### config.mk
export PLATFORM = sky130hd
export DESIGN_NAME = tick_stopwatch_flat
export DESIGN_NICKNAME = d
export VERILOG_FILES = /design/src/rtl/tick_stopwatch_pkg.sv /design/src/rtl/tick_stopwatch_if.sv /design/src/rtl/tick_stopwatch_bcd_digit_cnt.sv /design/src/rtl/tick_stopwatch.sv /design/src/flat_wrapper.sv
export SDC_FILE = /design/constraint.sdc
export NUM_CORES = 1
export LEC_CHECK = 0
export CAP_MARGIN = 20
export CELL_PAD_IN_SITES_DETAIL_PLACEMENT = 0
export CELL_PAD_IN_SITES_GLOBAL_PLACEMENT = 1
export CORE_ASPECT_RATIO = 0.6
export CORE_MARGIN = 5
export CORE_UTILIZATION = 38
export CTS_CLUSTER_DIAMETER = 150
export DETAILED_ROUTE_END_ITERATION = 7
export GPL_TIMING_DRIVEN = 0
export PLACE_DENSITY_LB_ADDON = 0.1
export SLEW_MARGIN = 15
export SYNTH_ARGS = -nofsm -noshare
export SYNTH_HDL_FRONTEND = slang
export SYNTH_HIERARCHICAL = 1
export SYNTH_SLANG_ARGS = --single-unit
### constraint.sdc
create_clock -name clk -period 2.95 [get_ports clk]
set_clock_uncertainty 0.05 [all_clocks]
set_input_delay 0.295 -clock clk [delete_from_list [all_inputs] [get_ports clk]]
set_output_delay 0.295 -clock clk [all_outputs]
set_load 0.01 [all_outputs]
### src/rtl/tick_stopwatch_pkg.sv
// Shared types and constants for the tick_stopwatch mm:ss stopwatch.
package stopwatch_pkg;

  localparam int DIGIT_W = 4;

  localparam logic [DIGIT_W-1:0] BCD_NINE     = 4'd9;
  localparam logic [DIGIT_W-1:0] SEC_TENS_MAX = 4'd5;

  typedef enum logic [1:0] {
    ST_IDLE  = 2'd0,
    ST_RUN   = 2'd1,
    ST_PAUSE = 2'd2,
    ST_OVF   = 2'd3
  } state_e;

  typedef struct packed {
    logic [DIGIT_W-1:0] min_tens;
    logic [DIGIT_W-1:0] min_ones;
    logic [DIGIT_W-1:0] sec_tens;
    logic [DIGIT_W-1:0] sec_ones;
  } bcd_time_t;

endpackage

### src/rtl/tick_stopwatch_if.sv
// Command, tick and display bundle between the button logic / divider and the stopwatch.
interface tick_stopwatch_if;
  import stopwatch_pkg::*;

  // start/stop/clear/lap are single-cycle pulses, sampled on the clk edge where they are
  // high; there is no back-pressure, so every pulse is acted on (or ignored) that cycle.
  logic               tick_in;
  logic               start;
  logic               stop;
  logic               clear;
  logic               lap;
  logic [DIGIT_W-1:0] sec_ones;
  logic [DIGIT_W-1:0] sec_tens;
  logic [DIGIT_W-1:0] min_ones;
  logic [DIGIT_W-1:0] min_tens;
  logic               running;
  logic               frozen;
  logic               overflow;
  state_e             fsm_state;

  modport master (
    output tick_in, start, stop, clear, lap,
    input  sec_ones, sec_tens, min_ones, min_tens, running, frozen, overflow, fsm_state
  );

  modport slave (
    input  tick_in, start, stop, clear, lap,
    output sec_ones, sec_tens, min_ones, min_tens, running, frozen, overflow, fsm_state
  );

endinterface

### src/rtl/tick_stopwatch_bcd_digit_cnt.sv
// One BCD digit counting 0..MAX; carry is combinational so digits chain within a cycle.
module bcd_digit_cnt
  import stopwatch_pkg::*;
#(
  parameter logic [DIGIT_W-1:0] MAX = BCD_NINE
) (
  input  logic               clk,
  input  logic               rst_n,
  input  logic               clr,
  input  logic               en,
  output logic [DIGIT_W-1:0] digit,
  output logic               carry
);

  always_ff @(posedge clk or negedge rst_n) begin
    if (!rst_n) begin
      digit <= '0;
    end else if (clr) begin
      digit <= '0;
    end else if (en) begin
      digit <= (digit == MAX) ? '0 : digit + 4'd1;
    end
  end

  assign carry = en & (digit == MAX);

endmodule

### src/rtl/tick_stopwatch.sv
// mm:ss stopwatch counting rising edges of a slow divided clock, with lap-freeze display.
module tick_stopwatch
  import stopwatch_pkg::*;
#(
  parameter int SYNC_STAGES = 2,
  parameter int MIN_LIMIT   = 59
) (
  input logic             clk,
  input logic             rst_n,
  tick_stopwatch_if.slave sw
);

  localparam logic [DIGIT_W-1:0] LIM_TENS = 4'(MIN_LIMIT / 10);
  localparam logic [DIGIT_W-1:0] LIM_ONES = 4'(MIN_LIMIT % 10);
  localparam bcd_time_t LIMIT_TIME = '{LIM_TENS, LIM_ONES, SEC_TENS_MAX, BCD_NINE};

  logic [SYNC_STAGES-1:0] sync_q;
  logic                   tick_hist;
  logic                   tick_pulse;

  state_e    state_q, state_d;
  logic      frozen_q, frozen_d;
  bcd_time_t cnt;
  bcd_time_t disp_q;
  logic      at_limit;
  logic      cnt_en;
  logic      c_so, c_st, c_mo, c_mt;

  always_ff @(posedge clk or negedge rst_n) begin
    if (!rst_n) begin
      sync_q    <= '0;
      tick_hist <= 1'b0;
    end else begin
      sync_q    <= {sync_q[SYNC_STAGES-2:0], sw.tick_in};
      tick_hist <= sync_q[SYNC_STAGES-1];
    end
  end

  assign tick_pulse = sync_q[SYNC_STAGES-1] & ~tick_hist;

  // Saturation at the limit is done by withholding the enable, not inside the digits.
  assign at_limit = (cnt == LIMIT_TIME);
  assign cnt_en   = (state_q == ST_RUN) & tick_pulse & ~sw.clear & ~at_limit;

  bcd_digit_cnt #(.MAX(BCD_NINE)) u_sec_ones (
    .clk(clk), .rst_n(rst_n), .clr(sw.clear), .en(cnt_en),
    .digit(cnt.sec_ones), .carry(c_so)
  );

  bcd_digit_cnt #(.MAX(SEC_TENS_MAX)) u_sec_tens (
    .clk(clk), .rst_n(rst_n), .clr(sw.clear), .en(c_so),
    .digit(cnt.sec_tens), .carry(c_st)
  );

  bcd_digit_cnt #(.MAX(BCD_NINE)) u_min_ones (
    .clk(clk), .rst_n(rst_n), .clr(sw.clear), .en(c_st),
    .digit(cnt.min_ones), .carry(c_mo)
  );

  bcd_digit_cnt #(.MAX(BCD_NINE)) u_min_tens (
    .clk(clk), .rst_n(rst_n), .clr(sw.clear), .en(c_mo),
    .digit(cnt.min_tens), .carry(c_mt)
  );

  always_ff @(posedge clk or negedge rst_n) begin
    if (!rst_n) begin
      state_q  <= ST_IDLE;
      frozen_q <= 1'b0;
    end else begin
      state_q  <= state_d;
      frozen_q <= frozen_d;
    end
  end

  // Command priority: clear > stop > start > lap; a lower command is dropped when a higher one is present.
  always_comb begin
    state_d  = state_q;
    frozen_d = frozen_q;
    if (sw.clear) begin
      state_d  = ST_IDLE;
      frozen_d = 1'b0;
    end else begin
      case (state_q)
        ST_IDLE: begin
          if (sw.start && !sw.stop) state_d = ST_RUN;
        end
        ST_RUN: begin
          if (sw.stop) begin
            state_d  = ST_PAUSE;
            frozen_d = 1'b0;
          end else if (tick_pulse && at_limit) begin
            state_d  = ST_OVF;
            frozen_d = 1'b0;
          end else if (sw.lap && !sw.start) begin
            frozen_d = ~frozen_q;
          end
        end
        ST_PAUSE: begin
          if (sw.start && !sw.stop) state_d = ST_RUN;
        end
        ST_OVF: begin
          state_d = ST_OVF;
        end
        default: begin
          state_d  = ST_IDLE;
          frozen_d = 1'b0;
        end
      endcase
    end
  end

  // Display holds only while frozen stays set; the freezing cycle itself captures the live count.
  always_ff @(posedge clk or negedge rst_n) begin
    if (!rst_n) begin
      disp_q <= '0;
    end else if (sw.clear) begin
      disp_q <= '0;
    end else if (!(frozen_q && frozen_d)) begin
      disp_q <= cnt;
    end
  end

  assign sw.sec_ones  = disp_q.sec_ones;
  assign sw.sec_tens  = disp_q.sec_tens;
  assign sw.min_ones  = disp_q.min_ones;
  assign sw.min_tens  = disp_q.min_tens;
  assign sw.running   = (state_q == ST_RUN);
  assign sw.frozen    = frozen_q;
  assign sw.overflow  = (state_q == ST_OVF);
  assign sw.fsm_state = state_q;

endmodule

### src/flat_wrapper.sv
// flat-port wrapper written by rule: the top's interface ports become plain ports
module tick_stopwatch_flat import stopwatch_pkg::*;
#(
  parameter int SYNC_STAGES = 2,
  parameter int MIN_LIMIT   = 59
)
  (clk, rst_n, sw_tick_in, sw_start, sw_stop, sw_clear, sw_lap, sw_sec_ones, sw_sec_tens, sw_min_ones, sw_min_tens, sw_running, sw_frozen, sw_overflow, sw_fsm_state);
  tick_stopwatch_if sw_i ();
  input logic clk;
  input logic rst_n;
  input wire logic [$bits(sw_i.tick_in)-1:0] sw_tick_in;
  input wire logic [$bits(sw_i.start)-1:0] sw_start;
  input wire logic [$bits(sw_i.stop)-1:0] sw_stop;
  input wire logic [$bits(sw_i.clear)-1:0] sw_clear;
  input wire logic [$bits(sw_i.lap)-1:0] sw_lap;
  output wire logic [$bits(sw_i.sec_ones)-1:0] sw_sec_ones;
  output wire logic [$bits(sw_i.sec_tens)-1:0] sw_sec_tens;
  output wire logic [$bits(sw_i.min_ones)-1:0] sw_min_ones;
  output wire logic [$bits(sw_i.min_tens)-1:0] sw_min_tens;
  output wire logic [$bits(sw_i.running)-1:0] sw_running;
  output wire logic [$bits(sw_i.frozen)-1:0] sw_frozen;
  output wire logic [$bits(sw_i.overflow)-1:0] sw_overflow;
  output wire logic [$bits(sw_i.fsm_state)-1:0] sw_fsm_state;
  assign sw_i.tick_in = sw_tick_in;
  assign sw_i.start = sw_start;
  assign sw_i.stop = sw_stop;
  assign sw_i.clear = sw_clear;
  assign sw_i.lap = sw_lap;
  assign sw_sec_ones = sw_i.sec_ones;
  assign sw_sec_tens = sw_i.sec_tens;
  assign sw_min_ones = sw_i.min_ones;
  assign sw_min_tens = sw_i.min_tens;
  assign sw_running = sw_i.running;
  assign sw_frozen = sw_i.frozen;
  assign sw_overflow = sw_i.overflow;
  assign sw_fsm_state = sw_i.fsm_state;
  tick_stopwatch #(.SYNC_STAGES(SYNC_STAGES), .MIN_LIMIT(MIN_LIMIT)) u_core (.clk(clk), .rst_n(rst_n), .sw(sw_i));
endmodule
==> reports/metrics.yaml, run 1 <==
seq_area_um2: 951
worstSkewPairLatency_ns: 0.28
drtPass1Iterations: 4
grt_util_all_layers_pct: 15.3
worst-path-max-fanout: 8
antenna_found_initial: 0
p_leak_nw: 1.00
worstPathArrival_ns: 2.89
required_ns: 3.10
grt_pass1_wl_um: 7890
maxCapViolations: 0
num-nets-final: 224
setup_ws_ns: 0.212
start_util_pct: 38.8
drc: 0
worstSetupEndpointType: "flip-flop"
setup_viol: 0
fill_cells: 453
dpl.hpwl_um: 3370
routabilityCongestion: 0.729
dr_total_vias: 1510
grt_max_degree: 23
yosysWarnings: 6
clk_pin_slew_worst_paths_ns: 0.07
rsz0062_at_grt: "no"
die_w_um: 103
synth_cells: 173
cp_slowest_cell: "dfrtp_1"
cts.sinks: 38
tightest_slew_ns: 0.577
relSlewSlack_pct: 61.4
power_density_nw_per_um2: 405
post-route-util_pct: 49.1
grt_pass1_vias: 1541
finalCritPeriodShare_pct: 92.8
drt-initial-drc-count: 72
syn_to_final_growth_pct: 26.6
status: "completed"
worst-setup-path-type: "reg -> reg"
final_hold_viol_count: 0
crit_path_max_incr_delay_ns: 0.42
fmax_mhz: 365
cts-htree-levels: 2
vdd_drop_max_uv: 192
rows: 20
syn_area_um2: 1950
cts_inserted_buffers: 5
die_y_um: 65.5
cts_buffer_depth: 2
wire_per_inst_um: 17.0
die-area_um2: 6720
rrSetupSlack_ns: 0.21
multiInputGateArea_um2: 965
startpoint_type: "flip-flop"
syn-num-nets: 188
core_area_um2: 5030
slew_viol_final: 0
avgSynthCellArea_um2: 11.3
ant_nets: 0
drive_gt1_share_pct: 18.1
crit_path_cell_trace: "nand2b_4 > or3_1 > nor2_4 > inv_1 > nor2_4 > and4_2 > inv_1 > nor2_4 > and4b_2 > o21ai_0 > a21oi_1"
dp_slack_ns: -1.23
hold_path.class: "reg -> reg"
cpMostUsedCell: "nor2_4"
via_per_inst: 5.47
wl_um: 4700
cts-root-buf: "clkbuf_8"
cts_tree: "built"
grt_overflow: 0
power_mw: 1.00
min_period_ns: 2.74
io_pins: 28
port_buffers: 27
diodes: 0
post-cts-setup-buffers: 0
[registers in the layout (all words and copies together), names as in the netlist]
name / cells
u_core/u_min_tens/digit: 4
u_core/sw.min_ones: 4
u_core/sw.fsm_state: 2
u_core/u_sec_tens/digit: 4
u_core/u_min_ones/digit: 4
u_core/sw.frozen: 1
u_core/sw.min_tens: 4
u_core/tick_hist: 1
u_core/sync_q: 2
u_core/sw.sec_ones: 4
u_core/sw.sec_tens: 4
u_core/u_sec_ones/digit: 4
[metrics by stage]
stage	cells	instance area, µm²	setup TNS [ns]	hold slack [ns]
after floorplan	173	1950	0	-0.0506
after global placement	266	2300	-7.13	0.293
after detailed placement	267	2330	-8.65	0.205
after CTS	276	2460	0	0.307
after global routing	276	2470	0	0.327
final	276	2470	0	0.302
[repair_timing]
item | CTS | global route
hold endpoints to repair | 16 | 0
setup endpoints to repair | 10 | 4
hold buffers | 1 | 0
gates resized for setup | 6 | 3
gates cloned | 0 | 0
[area by class of cell]
class	count	area share, %
buffer	2	0.658
timing repair buffer	29	12.3
sequential	38	38.5
inverter	10	1.72
clock buffer	8	4.46
multi-input combinational	123	39.0
tap	66	3.34
[layer usage]
| metal | up-vias | track usage, % | part of all wire, % | routed length [µm] |
|---|---|---|---|---|
| met1 | 749 | 22.0 | 49 | 2310 |
| met2 | 38 | 23.0 | 44 | 2070 |
| met3 | 2 | 3.71 | 6.4 | 302 |
| met5 | - | 0 | 0 | 0 |
| met4 | 0 | 3.93 | 0.34 | 16 |
| li1 | 721 | - | - | - |
[worst paths after layout]
check	startpoint	end	depth (start not counted)
max	u_core/sw.fsm_state[1]	u_core/u_min_tens/digit[3]	11
min in group asynchronous	rst_n	u_core/sw.sec_ones[0]	2
min	u_core/sync_q[0]	u_core/sync_q[1]	0
min reg2reg	u_core/sync_q[0]	u_core/sync_q[1]	0
max reg2reg	u_core/sw.fsm_state[1]	u_core/u_min_tens/digit[3]	11
max in group asynchronous	rst_n	u_core/u_sec_tens/digit[0]	3
[power by group]
group / switching [mW] / internal (mW) / leakage [nW]
Sequential: 0.00349 / 0.524 / 0.523
Clock: 0.177 / 0.236 / 0.0575
Combinational: 0.0365 / 0.0236 / 0.420
Total: 0.217 / 0.784 / 1.00
[layout by cell type (no fill, tap or decap), types with 3 or more instances in the layout]
cell type         n
a21oi_1          15
dfrtp_1          38
clkdlybuf4s50_1  25
inv_1             9
a221o_1           8
nor2_4            3
nand3b_1         12
a211o_1           3
a22o_1            8
o21ai_0           8
ha_1              8
clkbuf_8          8
nand2_2           3
and4b_2           3
nand2_1          15
a21oi_2           5
a21boi_0          3
[worst max-delay path: cells and delay by family, from the launching register on]
| family | cells | cell delay [ns] |
|---|---|---|
| buffers and inverters | 2 | 0.23 |
| AND/OR/NAND/NOR | 7 | 1.73 |
| AO/OA/AOI/OAI | 2 | 0.22 |
| flip-flops | 1 | 0.42 |
(Power assumes the default switching activity.)
==> inputs of run 2 (changes only) <==
- ABC_AREA: default -> 1
- CORE_UTILIZATION: 38 -> 36
- SKIP_CTS_REPAIR_TIMING: default -> 1
- TNS_END_PERCENT: default -> 20
==> run 2 against run 1 <==
  * Final cell count grew 59%
  * Sequential share of layout area is 4.5 points lower
  * Clock power fell by 7.3%
  * Critical path type is now in -> reg
==> reports/metrics.yaml, run 2 <==
io_pins: 28
rr_worst_depth: 17
core_area_um2: 6170
grt_overflow: 0
min_path_cells: 0
hold_path.class: "reg -> reg"
reg2reg_to: "u_core/u_min_tens/digit[2]"
grt_util_all_layers_pct: 13.5
drt-initial-drc-count: 126
worst-path-max-fanout: 11
final_hold_viol_count: 0
hold-path-endpoint: "u_core/sync_q[1]"
wl_um: 5170
grt_pass1_vias: 1751
finalCritPeriodShare_pct: 76.7
num-nets-final: 369
routabilityCongestion: 0.808
rrSetupSlack_ns: 0.70
final_cell_mix: "nand2_1 (103), inv_1 (54), dfrtp_1 (38), nor2_1 (36), clkdlybuf4s50_1 (25)"
crit_path_cell_trace: "dlymetal6s2s_1 > clkbuf_1 > inv_2 > nand3_1 > a21oi_1 > inv_1 > nor2_1 > inv_1 > nor2_1 > inv_1 > nor2_1 > inv_1 > nand2_1 > nand2_1 > nand2_1 > nand2_1 > nor2_1"
maxCapViolations: 0
slew_viol_final: 0
grt_pass1_wl_um: 8800
post-route-util_pct: 45.3
syn_area_um2: 2300
hold_path.startpoint: "u_core/sync_q[0]"
power_density_nw_per_um2: 379
diodes: 0
startpoint_type: "input pin"
ant_nets: 0
worstSetupEndpointType: "flip-flop"
cts-root-buf: "clkbuf_8"
grt_util_met3_pct: 3.46
syn_to_final_growth_pct: 21.7
rows: 22
synth_cells: 318
status: "completed"
p_leak_nw: 1.42
crit_path_max_incr_delay_ns: 0.31
drive_gt1_share_pct: 11.5
fmax_mhz: 442
r2r_start: "u_core/u_min_ones/digit[0]"
drc: 0
worstSkewPairLatency_ns: 0.29
min_period_ns: 2.26
cts_tree: "built"
port_buffers: 27
die-area_um2: 8130
wire_per_inst_um: 11.8
grt_util_met2_pct: 17.1
start_util_pct: 37.3
setup_viol: 0
die_y_um: 71.9
relSlewSlack_pct: 61.0
cts-htree-levels: 2
die_w_um: 113
rsz0062_at_grt: "no"
layout.cells.most_common: "nand2_1"
dpl.hpwl_um: 3940
grt-busiest-layer: "met1"
clk_pin_slew_worst_paths_ns: 0.08
cts.sinks: 38
fill_cells: 657
whs_ns: 0.304
power_mw: 1.06
grt_max_degree: 27
syn-num-nets: 333
cp_slowest_cell: "dlymetal6s2s_1"
grt_use_met1_pct: 22.0
cts_inserted_buffers: 5
antenna_found_initial: 0
multiInputGateArea_um2: 1080
drtPass1Iterations: 4
worst-setup-path-type: "in -> reg"
tightest_slew_ns: 0.585
vdd_drop_max_uv: 182
yosysWarnings: 6
cts_buffer_depth: 2
final_cell_area_um2: 2800
dr_total_vias: 1934
placed_cell_area_um2: 2690
seq_area_um2: 951
avgSynthCellArea_um2: 7.22
required_ns: 3.13
worstPathArrival_ns: 2.44
via_per_inst: 4.41
## run 2: changes by cell type in the layout (fill, tap and decap cells not counted), moves of 11 or more
cell / change
nand3b_1: -11
a21oi_1: -14
nand3_1: +13
nor2_1: +34
nand4_1: +18
inv_1: +45
nand2_1: +88
## run 2: power breakdown
| part | internal, mW | leakage, nW | total [mW] | switching [mW] |
|---|---|---|---|---|
| clock network | 0.188 | 0.0472 | 0.383 | 0.195 |
| registers | 0.528 | 0.521 | 0.537 | 0.00920 |
| logic | 0.0519 | 0.849 | 0.140 | 0.0883 |
## run 2: area by class of cell
cell class | instances | area share (%)
Multi-Input combinational cell | 215 | 38.8
Sequential cell | 38 | 34.0
Timing Repair Buffer | 29 | 10.7
Inverter | 58 | 7.79
Tap cell | 84 | 3.76
Clock buffer | 6 | 2.95
Buffer | 7 | 1.61
Clock inverter | 2 | 0.448
## run 2: worst max-delay path: cells and delay by family
family | cells | cell delay [ns]
compound gates | 1 | 0.20
buf+inv | 7 | 1.06
simple gates | 9 | 0.88
## run 2: how the worst max path moves through the flow
stage	startpoint	endpoint	slack, ns	depth (start not counted)
6_report	sw_clear	u_core/u_min_tens/digit[2]	0.69	17
5_1_grt	u_core/sw.fsm_state[0]	u_core/u_min_tens/digit[2]	0.41	16
4_1_cts	sw_clear	u_core/u_min_tens/digit[2]	0.25	17
3_5_place_dp	sw_clear	u_core/u_min_tens/digit[0]	-0.06	16
3_3_place_gp	sw_clear	u_core/u_min_tens/digit[0]	-0.05	16
2_1_floorplan	u_core/sw.fsm_state[0]	u_core/u_min_tens/digit[2]	0.99	15
## run 2: per-layer routing
layer	vias to the layer above	wire [µm]
met2	29	1900
met1	864	3000
li1	1039	-
met4	0	26
met3	2	246
met5	-	0
## run 2: metrics by stage
step	instances	TNS (ns)	setup slack, ns
2_1_floorplan	318	0	0.989
3_3_place_gp	429	-0.182	-0.0471
3_5_place_dp	430	-0.216	-0.0599
4_1_cts	438	0	0.248
5_1_grt	439	0	0.408
6_report	439	0	0.689
==> inputs of run 3 (changes only) <==
- CORE_UTILIZATION: 36 -> 40
- clock period: 2.95 -> 2.4 ns (I/O delays scaled with it)
==> run 3 against run 2 <==
  * Global-route usage up 2.4 points
  * First-iteration DRC count down 20%
  * Clock power up 73%
  * Utilization up 5.8 points
  * Register-to-register slack worse by 0.48 ns
  * Worst setup slack worse by 0.47 ns
  * Sequential share of layout area down 0.48 points
  * Combinational power up 24%
  * Largest power group is now clock
  * Cell area up 1.8%
  * Via count up 0.72%
  * Non-clock buffer count unchanged
==> reports/metrics.yaml, run 3 (synthesis results as in run 2) <==
cts_tree: "built"
wl_um: 5290
maxCapViolations: 0
drtPass1Iterations: 4
startpoint_type: "flip-flop"
drive_gt1_share_pct: 13.5
setup_viol: 0
syn_to_final_growth_pct: 23.9
final_cell_area_um2: 2850
reg2reg_to: "u_core/u_min_tens/digit[0]"
power_density_nw_per_um2: 526
grt_overflow: 0
hold_path.startpoint: "u_core/sync_q[0]"
final_hold_viol_count: 0
io_pins: 28
rows: 21
rr_worst_depth: 16
min_path_cells: 0
worstPathArrival_ns: 2.31
die_w_um: 108
power_mw: 1.50
dr_total_vias: 1948
p_leak_nw: 1.44
min_period_ns: 2.18
worst-setup-path-type: "reg -> reg"
vdd_drop_max_uv: 245
status: "completed"
dpl.hpwl_um: 3930
grt_pass1_vias: 1785
slew_viol_final: 0
routabilityCongestion: 0.817
ant_nets: 0
cts-root-buf: "clkbuf_8"
finalCritPeriodShare_pct: 90.7
grt_pass1_wl_um: 9140
drt-initial-drc-count: 101
hold_path.class: "reg -> reg"
drc: 0
rsz0062_at_grt: "no"
rrSetupSlack_ns: 0.22
fmax_mhz: 459
tightest_slew_ns: 0.554
diodes: 0
die-area_um2: 7410
worstSetupEndpointType: "flip-flop"
start_util_pct: 41.2
worstSkewPairLatency_ns: 0.29
grt_util_all_layers_pct: 15.9
via_per_inst: 4.48
hold-path-endpoint: "u_core/sync_q[1]"
r2r_start: "u_core/u_min_ones/digit[0]"
antenna_found_initial: 0
core_area_um2: 5570
layout.cells.most_common: "nand2_1"
port_buffers: 27
cts-htree-levels: 2
relSlewSlack_pct: 63.0
whs_ns: 0.306
required_ns: 2.54
cts.sinks: 38
cts_inserted_buffers: 5
worst-path-max-fanout: 7
clk_pin_slew_worst_paths_ns: 0.08
final_cell_mix: "nand2_1 (103), inv_1 (54), dfrtp_1 (35), nor2_1 (34), clkdlybuf4s50_1 (25)"
cts_buffer_depth: 2
placed_cell_area_um2: 2680
num-nets-final: 369
grt_max_degree: 29
wire_per_inst_um: 12.2
die_y_um: 68.7
==> run 3: cell count changes in the layout (fill, tap and decap cells not counted), moves of 2 or more <==
cell / change
dfrtp_2: +3
nor2_2: +2
bufinv_16: +2
nor2_1: -2
dfrtp_1: -3
==> run 3: layout make-up <==
class / count / area, µm²
inverters: 58 / 218
well taps: 80 / 100
flip-flops and latches: 38 / 955
clock inverters: 3 / 68.8
plain buffers: 7 / 46.3
multi-input cells: 215 / 1090
fillers: 565 / 2720
clock buffers: 5 / 68.8
repair buffers: 29 / 298
==> run 3: through the flow <==
step                      worst slack (ns)  TNS, ns  utilization [%]  std cells
after floorplan                      0.439        0                -        318
after global placement              -0.581    -3.98             47.9        425
after detailed placement            -0.583    -3.87             48.2        426
after CTS                           -0.269    -1.10             50.6        434
after global routing                0.0260        0             51.1        435
final                                0.223        0             51.1        435
==> run 3: power breakdown <==
group          internal (mW)  switching, mW  total [mW]
logic                 0.0644          0.110       0.174
clock network          0.417          0.246       0.663
registers              0.650         0.0115       0.661
==> run 3: worst max-delay path, cell delays in order, from the launching register on <==
cell,delay (ns)
dfrtp_1,0.46
inv_1,0.12
nor2_1,0.04
nand2_1,0.08
nor2_2,0.05
a21oi_2,0.16
inv_1,0.08
nor2_1,0.15
inv_1,0.09
nor2_2,0.13
inv_1,0.07
nor2_1,0.16
inv_1,0.07
nand2_1,0.12
inv_1,0.10
nand2_1,0.06
nand2_1,0.05
==> run 3: worst max path at each step <==
| stage | from | end | cells after the start |
|---|---|---|---|
| finish | u_core/u_min_ones/digit[0] | u_core/u_min_tens/digit[0] | 16 |
| global route | u_core/sw.fsm_state[1] | u_core/u_min_tens/digit[0] | 14 |
| CTS | sw_clear | u_core/u_min_tens/digit[2] | 17 |
| detailed placement | sw_clear | u_core/u_min_tens/digit[2] | 17 |
| global placement | sw_clear | u_core/u_min_tens/digit[0] | 16 |
| floorplan | u_core/sw.fsm_state[0] | u_core/u_min_tens/digit[2] | 15 |
==> run 3: per-layer routing <==
layer | GRT usage (%) | up-vias | wire length (µm)
met4 | 3.78 | 0 | 38
met2 | 20.7 | 31 | 1980
li1 | - | 1039 | -
met1 | 25.3 | 873 | 3040
met5 | 0 | - | 0
met3 | 4.28 | 5 | 221
==> RTL change 1: new RTL, config.mk and constraints of run 1 <==
The package constant `DIGIT_W` goes from 4 to 5.
--- a/src/rtl/tick_stopwatch_pkg.sv
+++ b/src/rtl/tick_stopwatch_pkg.sv
@@ -3,3 +3,3 @@
 
-  localparam int DIGIT_W = 4;
+  localparam int DIGIT_W = 5;
 
Interface: changed (resized sw_min_ones, sw_min_tens, sw_sec_ones and sw_sec_tens); port bits go from 28 to 32. The function was not compared with the original's and may differ.
==> RTL change 1 against run 1 <==
Total power grew 9.3%; cell area grew 12%; wire length grew 11%; area after synthesis grew 12%; utilization grew 0.58 points; maximum frequency shrank 1.3%; setup slack lost 36 ps; largest power group unchanged; final cell count grew 16%; sequential cell count grew 8.
==> RTL change 1: results (changes against run 1) <==
** Run status
- Outcome :: completed

** Drt
- The wire length on met3 is 220 um (-27%).
- The wire length per cell was 16.3 um (-4.4%).
- The sum of routed wire length over all layers came to 5200 um (+11%).
- Detailed route wirelength on metal2 :: 2290 um (+10%)
- Initial drt markers :: 67 (-6.9%)
- The detail-routed via count per cell is 5.37 (-1.9%).
- The wire length on met1 was 2660 um (+15%).

** Placement
- The worst setup slack after placement is -1200 ps (+28.0 ps).
- Placed instance count :: 310 (+16%)
- The post-DP HPWL came to 3590 um (+6.8%).
- The placed standard-cell area is 2620 sq um (+13%).
- The routability congestion estimate from global placement was 0.770 (+5.7%).
- The count of input and output buffers is 31 (+15%).

** CTS
- H-tree depth reported by CTS :: 2 (unchanged)
- # hold bufs at CTS :: 1 (unchanged)
- The total of cells resized after clock tree synthesis was 9 (+3).
- The count of buffers added by post-CTS timing repair for setup was 2 (+2).

** Global routing
- Met1 Resource Use GR :: 0.214 (-0.00655)
- The global-route wire length before repair was 8420 um (+6.7%).
- Largest net degree at the start of global routing :: 35 (+52%)
- The global routing met2 resource utilization is 0.224 (-0.00545).
- Via count of the first global-routing pass :: 1656 (+7.5%)
- The met3 track demand over resource in global routing was 0.0372 (+0.0000937).
- The global router's overall resource usage came to 0.150 (-0.00313).

** Worst setup path
- Count of cells along the worst register-to-register path :: 10 (-1)
- The slowest stage of the critical path belongs to the cell or4b_1.
- Worst flop-to-flop path startpoint :: u_core/u_sec_tens/digit[3]
- Top fanout value on the critical path :: 9 (+1)
- The register-to-register setup slack was 180 ps (-40 ps).
- The delay of the slowest cell on the worst path came to 600 ps (+180 ps).

** Power and ir drop
- The sequential logic power came to 0.642 mW (+22%).
- The leakage power came to 1.16 nW (+16%).
- The peak ir drop on the vdd network was 0.152 mV (-21%).
- The net switching component of the power was 0.248 mW (+14%).
- Clk power :: 0.381 mW (-7.7%)

** Layout
- The share of layout cells above drive strength 1 is 0.146 (-0.0345).
- The final net count was 255 (+14%).

** Yosys
- Total nets after synthesis :: 213 (+13%)
- The mean post-synth cell area came to 11.1 sq um (-2.0%).
- The Yosys warning count came to 6 (unchanged).

** STA
- The pin slew with the least headroom to its limit is 605 ps (+28.9 ps).

** Hold path
- Startpoint of the most critical hold path :: u_core/sync_q[0]
[RTL change 1: cell count changes in the layout (fill, tap and decap cells not counted), sizes merged, moves of 6 or more]
| cell | before | now |
|---|---|---|
| a21oi | 20 | 8 |
| a221o | 8 | 0 |
| buf | 4 | 10 |
| dfrtp | 38 | 46 |
| nand3b | 12 | 3 |
| a22o | 8 | 20 |
[RTL change 1: final cells by class]
class                      instances  area, sq um
tap                               80          100
buffer                             5         40.0
timing repair buffer              35          345
clock buffer                       6         82.6
inverter                           8         30.0
multi-input combinational        139         1020
sequential                        46         1150
fill                             504         2800
[RTL change 1: worst max-delay path by stage]
stage / start / end / slack (ps) / cells after the start
global route: u_core/u_sec_tens/digit[3] / u_core/u_min_tens/digit[3] / 20 / 10
CTS: u_core/u_min_tens/digit[1] / u_core/u_min_tens/digit[3] / 40 / 10
floorplan: u_core/sw.fsm_state[1] / u_core/u_min_tens/digit[2] / 60 / 11
finish: u_core/u_sec_tens/digit[3] / u_core/u_min_tens/digit[3] / 180 / 10
detailed placement: sw_clear / u_core/u_min_tens/digit[2] / -1200 / 9
global placement: sw_clear / u_core/u_min_tens/digit[2] / -1160 / 9
[RTL change 1: metrics by stage]
step / hold slack (ps) / total power [mW]
global route: 335 / 1.14
finish: 315 / 1.09
floorplan: -50.6 / 0.681
global placement: 296 / 0.721
CTS: 326 / 1.10
detailed placement: 158 / 0.726
[RTL change 1: worst register-to-register path, cell delays in order, from the launching register on]
cell	delay (ps)
dfrtp_1	450
or4b_1	600
nor3_4	280
a211oi_4	100
nor3b_2	180
buf_4	180
and3_2	240
nor3b_4	180
nor2b_1	150
o21ai_2	110
o22ai_1	110
==> RTL change 2: new RTL, settings of run 1 <==
Made on the original files. Put a register stage on the output `sw.overflow`. The value now appears one clock later.
--- a/src/rtl/tick_stopwatch.sv
+++ b/src/rtl/tick_stopwatch.sv
@@ -128,3 +128,5 @@
   assign sw.frozen    = frozen_q;
-  assign sw.overflow  = (state_q == ST_OVF);
+  always_ff @(posedge clk) begin
+    sw.overflow <= (state_q == ST_OVF);
+  end
   assign sw.fsm_state = state_q;
Formal check against the unedited RTL: same outputs for any inputs over 10 cycles, from zero or initial values and one cycle with rst_n low; that may be too few to reach the edited logic, so the function may still have changed.
==> RTL change 2 against run 1 <==
Critical path depth stayed put; cell area rose by 1.2%; die area up 0.90%; wire length shrank 3.4%; setup slack worse by 1.2 ps; sequential cell count is 1 higher; area after synthesis rose by 1.0%; synthesized cell count is 0.58% higher; total power rose by 5.2%; via count about the same.
==> RTL change 2: results (changes against run 1) <==
** Drt
- Post-detailed-route via-to-cell ratio :: 5.45 (-0.30%)
- Initial drt markers :: 44 (-39%)
- The number of iterations in the first detailed-routing pass came to 4 (unchanged).
- Wire length per cell :: 16.4 um (-3.7%)

** Worst setup path
- The endpoint identified for the worst register-to-register timing path is u_core/u_min_tens/digit[2].
- Minimum setup slack among reg-to-reg paths :: 210 ps
- In this design, the stage delay of the slowest critical-path cell is 430 ps.
- Cell with the biggest individual delay on the critical path :: dfrtp_1
- Worst flop-to-flop path startpoint :: u_core/sw.fsm_state[1]
- CP Data Arrival Time :: 2900 ps (about the same)

** STA
- Headroom to the max-slew limit :: 0.624 (+0.0101)
- Final count of hold timing violations :: 0 (unchanged)
- The post-route worst hold slack is 303 ps (+1.51 ps).

** Power and ir drop
- Peak ir drop on the vdd network :: 0.173 mV (-9.9%)
- Cell leakage power :: 1.01 nW (+1.2%)
- Sw power :: 0.218 mW (+0.45%)

** Placement
- Weighted congestion at the end of routability-driven global placement :: 0.722 (-0.92%)
- The placed standard-cell area was 2350 sq um (+0.86%).
- The post-DP HPWL was 3310 um (-1.7%).

** Layout
- The final net count is 225 (+0.45%).
- The share of layout cells above drive strength 1 is 0.180 (-0.000858).
- Number of inserted filler cells in the final layout :: 454 (+0.22%)

** Yosys
- The number of nets in the synthesized netlist was 189 (+0.53%).
- Warnings from Yosys :: 6 (unchanged)

** CTS
- Clock tree synthesis selected as its root buffer the cell clkbuf_8.
- Register clock-pin slew on the reported worst setup and hold paths :: 70 ps (about the same)
- # Post-CTS Setup Buffers :: 0 (unchanged)
- H-tree depth reported by CTS :: 2 (unchanged)
- Total clock buffers created by CTS :: 5 (unchanged)
- Maximum count of clock buffers along a single path :: 2 (unchanged)

** Hold path
- Hold path endpoint :: u_core/sync_q[1]
- Startpoint of the most critical hold path :: u_core/sync_q[0]
- The depth of the worst hold-timing path was 0 (unchanged).

** Global routing
- Tot GR Track Use :: 0.145 (-0.00747)
- Wire length of the first global-routing pass :: 7620 um (-3.4%)
- The pin count of the biggest net entering global routing came to 25 (+8.7%).
- Via count of the first global-routing pass :: 1484 (-3.7%)
- Number of antenna violations at the first check in global routing :: 0 (unchanged)

** Run status
- Outcome :: completed
[RTL change 2: worst max path at each step]
stage	start	slack, ps	endpoint
2_1_floorplan	u_core/sw.fsm_state[1]	150	u_core/u_min_tens/digit[2]
3_3_place_gp	sw_clear	-1090	u_core/u_min_tens/digit[3]
3_5_place_dp	sw_clear	-1260	u_core/u_min_tens/digit[2]
4_1_cts	u_core/sw.fsm_state[1]	20	u_core/u_min_tens/digit[2]
5_1_grt	u_core/sw.fsm_state[1]	9	u_core/u_min_tens/digit[3]
6_report	u_core/sw.fsm_state[1]	210	u_core/u_min_tens/digit[2]
[RTL change 2: routing by layer]
| metal | GRT usage | wire (um) | share of wire |
|---|---|---|---|
| met5 | 0 | 0 | 0 |
| met4 | 0.0468 | 44 | 0.0097 |
| met2 | 0.218 | 2050 | 0.45 |
| met1 | 0.209 | 2290 | 0.50 |
| met3 | 0.0316 | 169 | 0.037 |
[RTL change 2: what timing repair did]
action,4_1_cts,5_1_grt
gates resized for setup,7,3
setup endpoints to repair,10,4
cloned,0,0
hold endpoints to repair,14,0
hold buffers,1,0
[RTL change 2: power by group through the flow]
stage          Sequential [mW]  Clock, mW  Combinational, mW
4_1_cts                  0.542      0.467             0.0599
3_5_place_dp             0.552          0             0.0590
2_1_floorplan            0.552          0             0.0189
5_1_grt                  0.542      0.497             0.0662
6_report                 0.542      0.453             0.0588
3_3_place_gp             0.552          0             0.0541
[RTL change 2: area by class of cell]
type                       count  area [sq um]  share of cell area
multi-input combinational    123           966               0.386
sequential                    39           971               0.388
clock buffer                   6          82.6              0.0330
buffer                         2          16.3             0.00651
timing repair buffer          29           304               0.122
tap                           66          82.6              0.0330
inverter                      10          42.5              0.0170
clock inverter                 2          35.0              0.0140
[RTL change 2: per-stage QoR]
| step | worst slack (ps) | instances |
|---|---|---|
| global route | 9.43 | 277 |
| CTS | 16.8 | 277 |
| finish | 211 | 277 |
| global placement | -1090 | 267 |
| floorplan | 149 | 174 |
| detailed placement | -1260 | 268 |
[RTL change 2: critical path: cells and delay by family, from the launching register on]
| kind | cells | cell delay, ps |
|---|---|---|
| flops | 1 | 430 |
| buf+inv | 2 | 230 |
| compound gates | 2 | 390 |
| simple gates | 7 | 1550 |
